### config.mk
export PLATFORM = sky130hd
export DESIGN_NAME = fitbit_display_sequencer_flat
export DESIGN_NICKNAME = d
export VERILOG_FILES = /design/src/rtl/fitbit_display_sequencer_if.sv /design/src/rtl/fitbit_display_sequencer.sv /design/src/flat_wrapper.sv
export SDC_FILE = /design/constraint.sdc
export NUM_CORES = 1
export LEC_CHECK = 0
export BUFFER_PORTS_ARGS = -buffer_cell sky130_fd_sc_hd__clkbuf_2
export CAP_MARGIN = 10
export CORE_ASPECT_RATIO = 1.5
export CORE_MARGIN = 8
export CORE_UTILIZATION = 54
export CTS_CLUSTER_DIAMETER = 30
export DETAILED_ROUTE_END_ITERATION = 8
export HOLD_SLACK_MARGIN = 0.02
export PLACE_DENSITY = 0.79
export SLEW_MARGIN = 5
export SYNTH_ARGS = -nofsm -noshare
export SYNTH_HDL_FRONTEND = slang
export SYNTH_SLANG_ARGS = --single-unit
### constraint.sdc
create_clock -name CLK -period 2.3 [get_ports CLK]
set_clock_uncertainty 0.15 [all_clocks]
set_input_delay 0.575 -clock CLK [delete_from_list [all_inputs] [get_ports CLK]]
set_output_delay 0.575 -clock CLK [all_outputs]
set_load 0.01 [all_outputs]
### src/rtl/fitbit_display_sequencer_if.sv
// Start/done handshake between the display sequencer and the BCD/segment converter.
interface fitbit_display_sequencer_if;
   logic        conv_start;
   logic [13:0] conv_value;
   logic        conv_done;

   modport master (
      output conv_start,
      output conv_value,
      input  conv_done
   );

   modport slave (
      input  conv_start,
      input  conv_value,
      output conv_done
   );
endinterface

### src/rtl/fitbit_display_sequencer.sv
// Picks one of four activity metrics, clamps a snapshot to four digits and hands it to the
// BCD/segment converter on every 1 Hz refresh, optionally rotating metrics in auto mode.
module fitbit_display_sequencer #(
   parameter int unsigned CLK_HZ       = 100000000,
   parameter int unsigned DWELL_S      = 2,
   parameter int unsigned CONV_TIMEOUT = 1023
) (
   input  logic                       CLK,
   input  logic                       RESET,
   input  logic                       START,
   input  logic                       AUTO,
   input  logic [1:0]                 MODE,
   input  logic [13:0]                steps_in,
   input  logic [13:0]                miles_in,
   input  logic [13:0]                over32_in,
   input  logic [13:0]                highatime_in,
   fitbit_display_sequencer_if.master conv,
   output logic [1:0]                 disp_sel,
   output logic                       dp_en,
   output logic                       SI,
   output logic                       tick_1hz,
   output logic                       conv_err
);

   localparam int unsigned PW = (CLK_HZ > 1) ? $clog2(CLK_HZ) : 1;
   localparam int unsigned DW = (DWELL_S > 1) ? $clog2(DWELL_S) : 1;
   localparam int unsigned TW = (CONV_TIMEOUT > 1) ? $clog2(CONV_TIMEOUT) : 1;
   localparam logic [PW-1:0] PrescLast   = PW'(CLK_HZ - 1);
   localparam logic [DW-1:0] DwellLast   = DW'(DWELL_S - 1);
   localparam logic [TW-1:0] TimeoutLast = TW'(CONV_TIMEOUT - 1);
   localparam logic [13:0]   MaxShown    = 14'd9999;

   typedef enum logic [1:0] {StIdle, StLoad, StWait, StShow} state_e;

   state_e        state_q, state_d;
   logic [PW-1:0] presc_q, presc_d;
   logic          tick_q, tick_d;
   logic [DW-1:0] dwell_q, dwell_d;
   logic          adv_q, adv_d;
   logic [TW-1:0] wcnt_q, wcnt_d;
   logic          cstart_q, cstart_d;
   logic [13:0]   value_q, value_d;
   logic [1:0]    sel_q, sel_d;
   logic          dp_q, dp_d;
   logic          si_q, si_d;
   logic          err_q, err_d;

   logic [1:0]    pick;
   logic [13:0]   raw;

   // Metric that the next LOAD would capture.
   always_comb begin
      pick = MODE;
      if (AUTO) begin
         pick = adv_q ? sel_q + 2'd1 : sel_q;
      end
      raw = steps_in;
      case (pick)
         2'd0:    raw = steps_in;
         2'd1:    raw = miles_in;
         2'd2:    raw = over32_in;
         default: raw = highatime_in;
      endcase
   end

   always_comb begin
      state_d  = state_q;
      presc_d  = presc_q;
      tick_d   = 1'b0;
      dwell_d  = dwell_q;
      adv_d    = adv_q;
      wcnt_d   = wcnt_q;
      cstart_d = 1'b0;
      value_d  = value_q;
      sel_d    = sel_q;
      dp_d     = dp_q;
      si_d     = si_q;
      err_d    = err_q;

      if (START && (state_q != StIdle)) begin
         if (presc_q == PrescLast) begin
            presc_d = '0;
            tick_d  = 1'b1;
         end else begin
            presc_d = presc_q + PW'(1);
         end
      end else begin
         presc_d = '0;
      end

      if (!START) begin
         state_d = StIdle;
      end else begin
         unique case (state_q)
            StIdle: begin
               state_d = StLoad;
               dwell_d = '0;
               adv_d   = 1'b0;
            end
            StLoad: begin
               sel_d    = pick;
               dp_d     = (pick == 2'd1);
               value_d  = (raw > MaxShown) ? MaxShown : raw;
               si_d     = (raw > MaxShown);
               adv_d    = 1'b0;
               wcnt_d   = '0;
               cstart_d = 1'b1;
               state_d  = StWait;
            end
            StWait: begin
               if (conv.conv_done) begin
                  state_d = StShow;
               end else if (wcnt_q == TimeoutLast) begin
                  err_d   = 1'b1;
                  state_d = StShow;
               end else begin
                  wcnt_d = wcnt_q + TW'(1);
               end
            end
            StShow: begin
               // Dwell only accumulates in auto mode, so re-enabling AUTO starts a fresh dwell.
               if (!AUTO) begin
                  dwell_d = '0;
                  adv_d   = 1'b0;
               end
               if (!AUTO && (MODE != sel_q)) begin
                  state_d = StLoad;
               end else if (tick_q) begin
                  state_d = StLoad;
                  if (AUTO) begin
                     if (dwell_q == DwellLast) begin
                        adv_d   = 1'b1;
                        dwell_d = '0;
                     end else begin
                        dwell_d = dwell_q + DW'(1);
                     end
                  end
               end
            end
            default: state_d = StIdle;
         endcase
      end
   end

   always_ff @(posedge CLK) begin
      if (!RESET) begin
         state_q  <= StIdle;
         presc_q  <= '0;
         tick_q   <= 1'b0;
         dwell_q  <= '0;
         adv_q    <= 1'b0;
         wcnt_q   <= '0;
         cstart_q <= 1'b0;
         value_q  <= '0;
         sel_q    <= '0;
         dp_q     <= 1'b0;
         si_q     <= 1'b0;
         err_q    <= 1'b0;
      end else begin
         state_q  <= state_d;
         presc_q  <= presc_d;
         tick_q   <= tick_d;
         dwell_q  <= dwell_d;
         adv_q    <= adv_d;
         wcnt_q   <= wcnt_d;
         cstart_q <= cstart_d;
         value_q  <= value_d;
         sel_q    <= sel_d;
         dp_q     <= dp_d;
         si_q     <= si_d;
         err_q    <= err_d;
      end
   end

   assign conv.conv_start = cstart_q;
   assign conv.conv_value = value_q;
   assign disp_sel        = sel_q;
   assign dp_en           = dp_q;
   assign SI              = si_q;
   assign tick_1hz        = tick_q;
   assign conv_err        = err_q;

endmodule
### src/flat_wrapper.sv
// flat-port wrapper written by rule: the top's interface ports become plain ports
module fitbit_display_sequencer_flat 
#(
   parameter int unsigned CLK_HZ       = 100000000,
   parameter int unsigned DWELL_S      = 2,
   parameter int unsigned CONV_TIMEOUT = 1023
)
  (CLK, RESET, START, AUTO, MODE, steps_in, miles_in, over32_in, highatime_in, disp_sel, dp_en, SI, tick_1hz, conv_err, conv_conv_start, conv_conv_value, conv_conv_done);
  fitbit_display_sequencer_if conv_i ();
  input  logic CLK;
  input  logic RESET;
  input  logic START;
  input  logic AUTO;
  input  logic [1:0] MODE;
  input  logic [13:0] steps_in;
  input  logic [13:0] miles_in;
  input  logic [13:0] over32_in;
  input  logic [13:0] highatime_in;
  output logic [1:0] disp_sel;
  output logic dp_en;
  output logic SI;
  output logic tick_1hz;
  output logic conv_err;
  output wire logic [$bits(conv_i.conv_start)-1:0] conv_conv_start;
  output wire logic [$bits(conv_i.conv_value)-1:0] conv_conv_value;
  input wire logic [$bits(conv_i.conv_done)-1:0] conv_conv_done;
  assign conv_conv_start = conv_i.conv_start;
  assign conv_conv_value = conv_i.conv_value;
  assign conv_i.conv_done = conv_conv_done;
  fitbit_display_sequencer #(.CLK_HZ(CLK_HZ), .DWELL_S(DWELL_S), .CONV_TIMEOUT(CONV_TIMEOUT)) u_core (.CLK(CLK), .RESET(RESET), .START(START), .AUTO(AUTO), .MODE(MODE), .steps_in(steps_in), .miles_in(miles_in), .over32_in(over32_in), .highatime_in(highatime_in), .conv(conv_i), .disp_sel(disp_sel), .dp_en(dp_en), .SI(SI), .tick_1hz(tick_1hz), .conv_err(conv_err));
endmodule
---- After elaboration in Yosys (flattened, before gate mapping) ----
Cells that the tools add are included.
operators by class
  equality and inequality tests ........... 12
  bitwise operators ....................... 3
  add/sub/neg operators ................... 4
  reduce and logical (&&, ||, !) cells .... 19
  $lt $le $gt $ge ......................... 1
  multiplexer cells ....................... 26
operator list
  cell                                                    count
  one-hot mux 14 bit (3 select lines)                     1
  adder 27 x 1 -> 27 bit (second input constant)          1
  equality test 27 bit (second input constant)            1
  2-to-1 mux 10 bit                                       2
  one-hot mux 10 bit (2 select lines)                     1
  greater-than comparator 14 bit (second input constant)  1
  2-to-1 mux 14 bit                                       1
  2-to-1 mux 1 bit                                        12
  2-to-1 mux 2 bit                                        6
  AND reduction 2 bit                                     6
  adder 10 x 1 -> 10 bit (second input constant)          1
  equality test 10 bit (second input constant)            1
  one-hot mux 2 bit (4 select lines)                      1
  AND reduction 4 bit                                     2
  nonzero test 2 bit                                      4
  equality test 2 bit (second input constant)             3
  equality test 2 x 1 -> 1 bit (second input constant)    2
  logical NOT 2 bit                                       2
  != test 2 bit (second input constant)                   2
  one-hot mux 1 bit (2 select lines)                      2
  != test 3 x 1 -> 1 bit (second input constant)          1
  != test 3 x 2 -> 1 bit (second input constant)          1
  NOT 1 bit                                               3
  OR reduction 3 bit                                      1
  other kinds (6)                                         7
word-level totals
  output and inout bits ................... 21
  register bits after elaboration ......... 62
  word-level logic and storage cells ...... 77

---- Logic depth before layout (Yosys ltp) ----
  word-level depth ........................ 7
  depth in mapped cells ................... 8
  gate-level depth less buffers ........... 8

---- Worst setup path after synthesis ----
OpenSTA, ideal clock, no wires.
  path type ............................... input-to-reg
  start point ............................. in over32_in[7]
  end point ............................... reg u_core.value_q[7], in the netlist u_core.conv.conv_value[7]
  setup slack ............................. 0.130 ns
  path buffers ............................ 0
  stages .................................. 6
  arrival ................................. 1.929 ns
  library setup time ...................... 0.091 ns
  required time ........................... 2.059 ns
  cell sequence ........................... or4_1 -> nand3_1 -> mux2i_1 -> mux2_4 -> a21o_4 -> a311oi_1
between the ends
  longest elaborated chain between the ends .. 3
ends and longest elaborated chain
  what                                     RTL line                         RTL
  start, declared                          flat_wrapper.sv:17               input logic [13:0] over32_in;
  one-hot mux 14 bit (3 select lines) (*)  fitbit_display_sequencer.sv:58   case (pick)
  greater-than comparator 14 bit           fitbit_display_sequencer.sv:103  value_d = (raw > MaxShown) ? MaxShown : raw;
  2-to-1 mux 14 bit (*)                    fitbit_display_sequencer.sv:103
  end signal, assigned                     fitbit_display_sequencer.sv:167  value_q <= value_d;
  end, declared                            fitbit_display_sequencer.sv:42   logic [13:0] value_q, value_d;
Mark *: on every way between the ends. The rest lies on a longest branch, timed or not.
A chain may end at the register's enable or synchronous reset.

---- Final worst setup path ----
  start point ............................. reg u_core.sel_q[1], in the netlist u_core.disp_sel[1]
  end point ............................... reg u_core.value_q[4], in the netlist u_core.conv.conv_value[4]
between the ends
  longest elaborated chain between the ends .. 7
  elaborated cells on any way between the ends .. 9
  classes of those cells .................. add/sub: 1; order compare: 1; eq/ne: 2; mux: 4; reduce/logical: 1
ends and longest elaborated chain
  what                                               RTL line                         RTL
  start, declared                                    fitbit_display_sequencer.sv:43   logic [1:0] sel_q, sel_d;
  start signal, assigned                             fitbit_display_sequencer.sv:168  sel_q <= sel_d;
  adder 2 x 1 -> 2 bit                               fitbit_display_sequencer.sv:55   pick = adv_q ? sel_q + 2'd1 : sel_q;
  2-to-1 mux 2 bit (*)                               fitbit_display_sequencer.sv:55
  2-to-1 mux 2 bit (*)                               fitbit_display_sequencer.sv:54   if (AUTO) begin
  equality test 2 bit, or another cell as far along  fitbit_display_sequencer.sv:58
  one-hot mux 14 bit (3 select lines) (*)            fitbit_display_sequencer.sv:58
  greater-than comparator 14 bit                     fitbit_display_sequencer.sv:103
  2-to-1 mux 14 bit (*)                              fitbit_display_sequencer.sv:103
Marked as above.

==> results.sh <==
export IMPL_status="finished clean"
export IMPL_rows=35
export IMPL_fin_crit_sh_pct=93.57
export IMPL_drtIter0Drc=168
export IMPL_synth_top_cells_by_count="dfxtp_1 (62), nor2_1 (55), nand2_1 (33), mux2i_1 (30), xor2_1 (26)"
export IMPL_dr_total_vias=3246
export IMPL_synthToLayoutAreaGrowth_pct=26.02
export IMPL_drt_total_wl_mm=9.029
export IMPL_synth_enable_flop_cells=0
export IMPL_path_max_fanout=10
export IMPL_synth_area_top_cells="dfxtp_1 (36%), mux2i_1 (8.8%), xor2_1 (6.7%)"
export IMPL_syn_nets=462
export IMPL_end_kind="register"
export IMPL_internal_power_uw=1978
export IMPL_place_congestion=0.8791
export IMPL_seqPwrFrac_pct=42.1
export IMPL_power_switching_uw=629.1
export IMPL_post_synth_top_count_cell="dfxtp_1"
export IMPL_tightestPinTransition_ps=546.1
export IMPL_netlist_area_um2=3423
export IMPL_synth_top_cell_by_area="dfxtp_1"
export IMPL_fmax_ghz=0.4646
export IMPL_synth_cells=391
export IMPL_dp_hpwl_mm=7.030
export IMPL_postRouteAntennaNets=0
export IMPL_postCtsSetupRepairBufs=0
export IMPL_synthFlopType="dfxtp_1"
export IMPL_slew_viol_final=0
export IMPL_synth_top_area_share_pct=36.26
export IMPL_track_usage_pct=20.20
export IMPL_ys_seq_area_share_pct=36.26
export IMPL_swShare_pct=24.13
export IMPL_antenna_found_initial=0
export IMPL_synth_seq_cells=62
export IMPL_grt_pass1_wl_mm=14.85
export IMPL_vias_per_cell=5.635
export IMPL_cts_tree="yes"
export IMPL_ir_drop_v=0.0006081
export IMPL_grt_overflow_total=0
export IMPL_wl_per_cell_um=15.68
export IMPL_root_buffer="clkbuf_8"
export IMPL_syn_area_per_cell_um2=8.755
export IMPL_clkSinkCount=62
export IMPL_crit_type="reg -> reg"
export IMPL_cts_path_max_buffers=2
export IMPL_hold_viol_final=0
export IMPL_yosysWarningCount=0
export IMPL_die_area_um2=9196
export IMPL_path_cells="and2b_4 -> a211o_2 -> mux2_4 -> a21o_4 -> a311oi_1"
export IMPL_clkPwrFrac_pct=44.8
export IMPL_slowest_stage="a211o_2"
export IMPL_diodes=0
export IMPL_cts_hold_buf=0
export IMPL_drt_pass1_iterations=5
export IMPL_power_leakage_uw=0.001872
export IMPL_port_buffers=83
export IMPL_die_h_um=113.5
export IMPL_final_cells=576
export IMPL_start_kind="register"
export IMPL_htreeDepth=3
export IMPL_async_reset_ff_share_pct=0
export IMPL_rsz0062_at_grt="no"
export IMPL_critical_path_required_ps=2400
export IMPL_timing_max_cap_violations=0
export IMPL_slew_headroom_pct=63.51
export IMPL_start_util_pct=55.84
export IMPL_clk_pin_slew_ps=70
export IMPL_grt_max_degree=27
export IMPL_hp_class="reg -> reg"
export IMPL_numCtsBuffers=9
export IMPL_power_frac_comb_pct=13.1
export IMPL_ios=84
export IMPL_dp_cells=560
export IMPL_core_area_um2=6131
export IMPL_power_total_uw=2607
export IMPL_die_x_um=81.01
export IMPL_yosys_cell_types_count=51
export IMPL_arrival_ps=2250
export IMPL_drive_gt1_share_pct=29.48
export IMPL_drc=0
export IMPL_fin_crit_ps=2152
export IMPL_ctsResizeCount=0
export IMPL_insertion_delay_ps=340
export IMPL_slowest_delay_ps=440
export IMPL_powerDensity_nw_per_um2=604.4
export IMPL_grt_pass1_vias=3329
export IMPL_fin_nets=568
export IMPL_setup_viol=0
==> worst max-delay path: cells and delay by family (launching register included) <==
kind             cells  cell delay, ps
AO/OA/AOI/OAI        3             910
flip-flops           1             400
multiplexers         1             370
AND/OR/NAND/NOR      1             210
==> placed cells by master (no fill, tap or decap), types with 18 or more instances in the layout <==
master     n
buf_4     24
clkbuf_2  83
dfxtp_1   61
mux2i_1   30
nand2_1   33
nand3_1   20
nor2_1    55
nor3_1    18
xor2_1    26
==> worst paths after layout <==
check | endpoint | cells after the start | start | slack [ps]
hold reg to reg | u_core.conv_err$_SDFFE_PN0P_ | 1 | u_core.conv_err$_SDFFE_PN0P_ | 320
hold / removal | u_core.conv_err$_SDFFE_PN0P_ | 1 | u_core.conv_err$_SDFFE_PN0P_ | 320
setup / recovery | u_core.conv.conv_value[4]$_SDFFE_PN0P_ | 5 | u_core.disp_sel[1]$_SDFFE_PN0P_ | 150
setup reg to reg | u_core.conv.conv_value[4]$_SDFFE_PN0P_ | 5 | u_core.disp_sel[1]$_SDFFE_PN0P_ | 150
==> power groups by stage <==
stage               combinational (µW)  sequential, µW  clock (µW)
finish                             340            1100        1170
global route                       372            1100        1240
CTS                                341            1100        1200
detailed placement                 338            1120           0
global placement                   330            1120           0
floorplan                          187            1130           0
==> layout make-up <==
type                            count  area (µm²)
Inverter                            8       30.03
Fill cell                         495        1817
Clock inverter                      7       122.6
Multi-Input combinational cell    307        2067
Tap cell                           74       92.59
Sequential cell                    62        1242
Timing Repair Buffer              109       635.6
Clock buffer                        9       123.9
==> per-stage QoR <==
stage	hold slack, ps	cell area [µm²]	setup TNS [ps]	util, %	setup WS [ps]
floorplan	279.9	3423	0	-	129.7
global placement	295.5	4065	-811.1	66.31	-98.27
detailed placement	301.1	4065	-1775	66.31	-183.0
CTS	317.3	4312	0	70.33	6.013
global route	346.1	4314	0	70.37	2.653
finish	318.3	4314	0	70.37	147.8
==> registers in the layout (all words and copies together) (netlist names), 2 cells and up <==
name,flops
u_core.conv.conv_value,14
u_core.disp_sel,2
u_core.presc_q,27
u_core.state_q,2
u_core.wcnt_q,10
==> cells by family after synthesis <==
logic type	count (synthesis)	share of synthesized area (%)
fa+ha+maj	8	2.924
xor+xnor	36	9.430
mux	40	12.57
compound gates	50	10.49
flops	62	36.26
buf+inv	22	3.399
simple gates	173	24.93
==> per-layer routing <==
layer / vias to the layer above / wire [µm] / global-route usage [%]
met5: - / 0 / 0
met4: 0 / 152 / 10.66
met3: 17 / 675 / 6.693
met2: 103 / 4920 / 36.36
met1: 1512 / 3280 / 19.38
li1: 1614 / - / -
No activity file was read; power rests on OpenSTA's default activity.
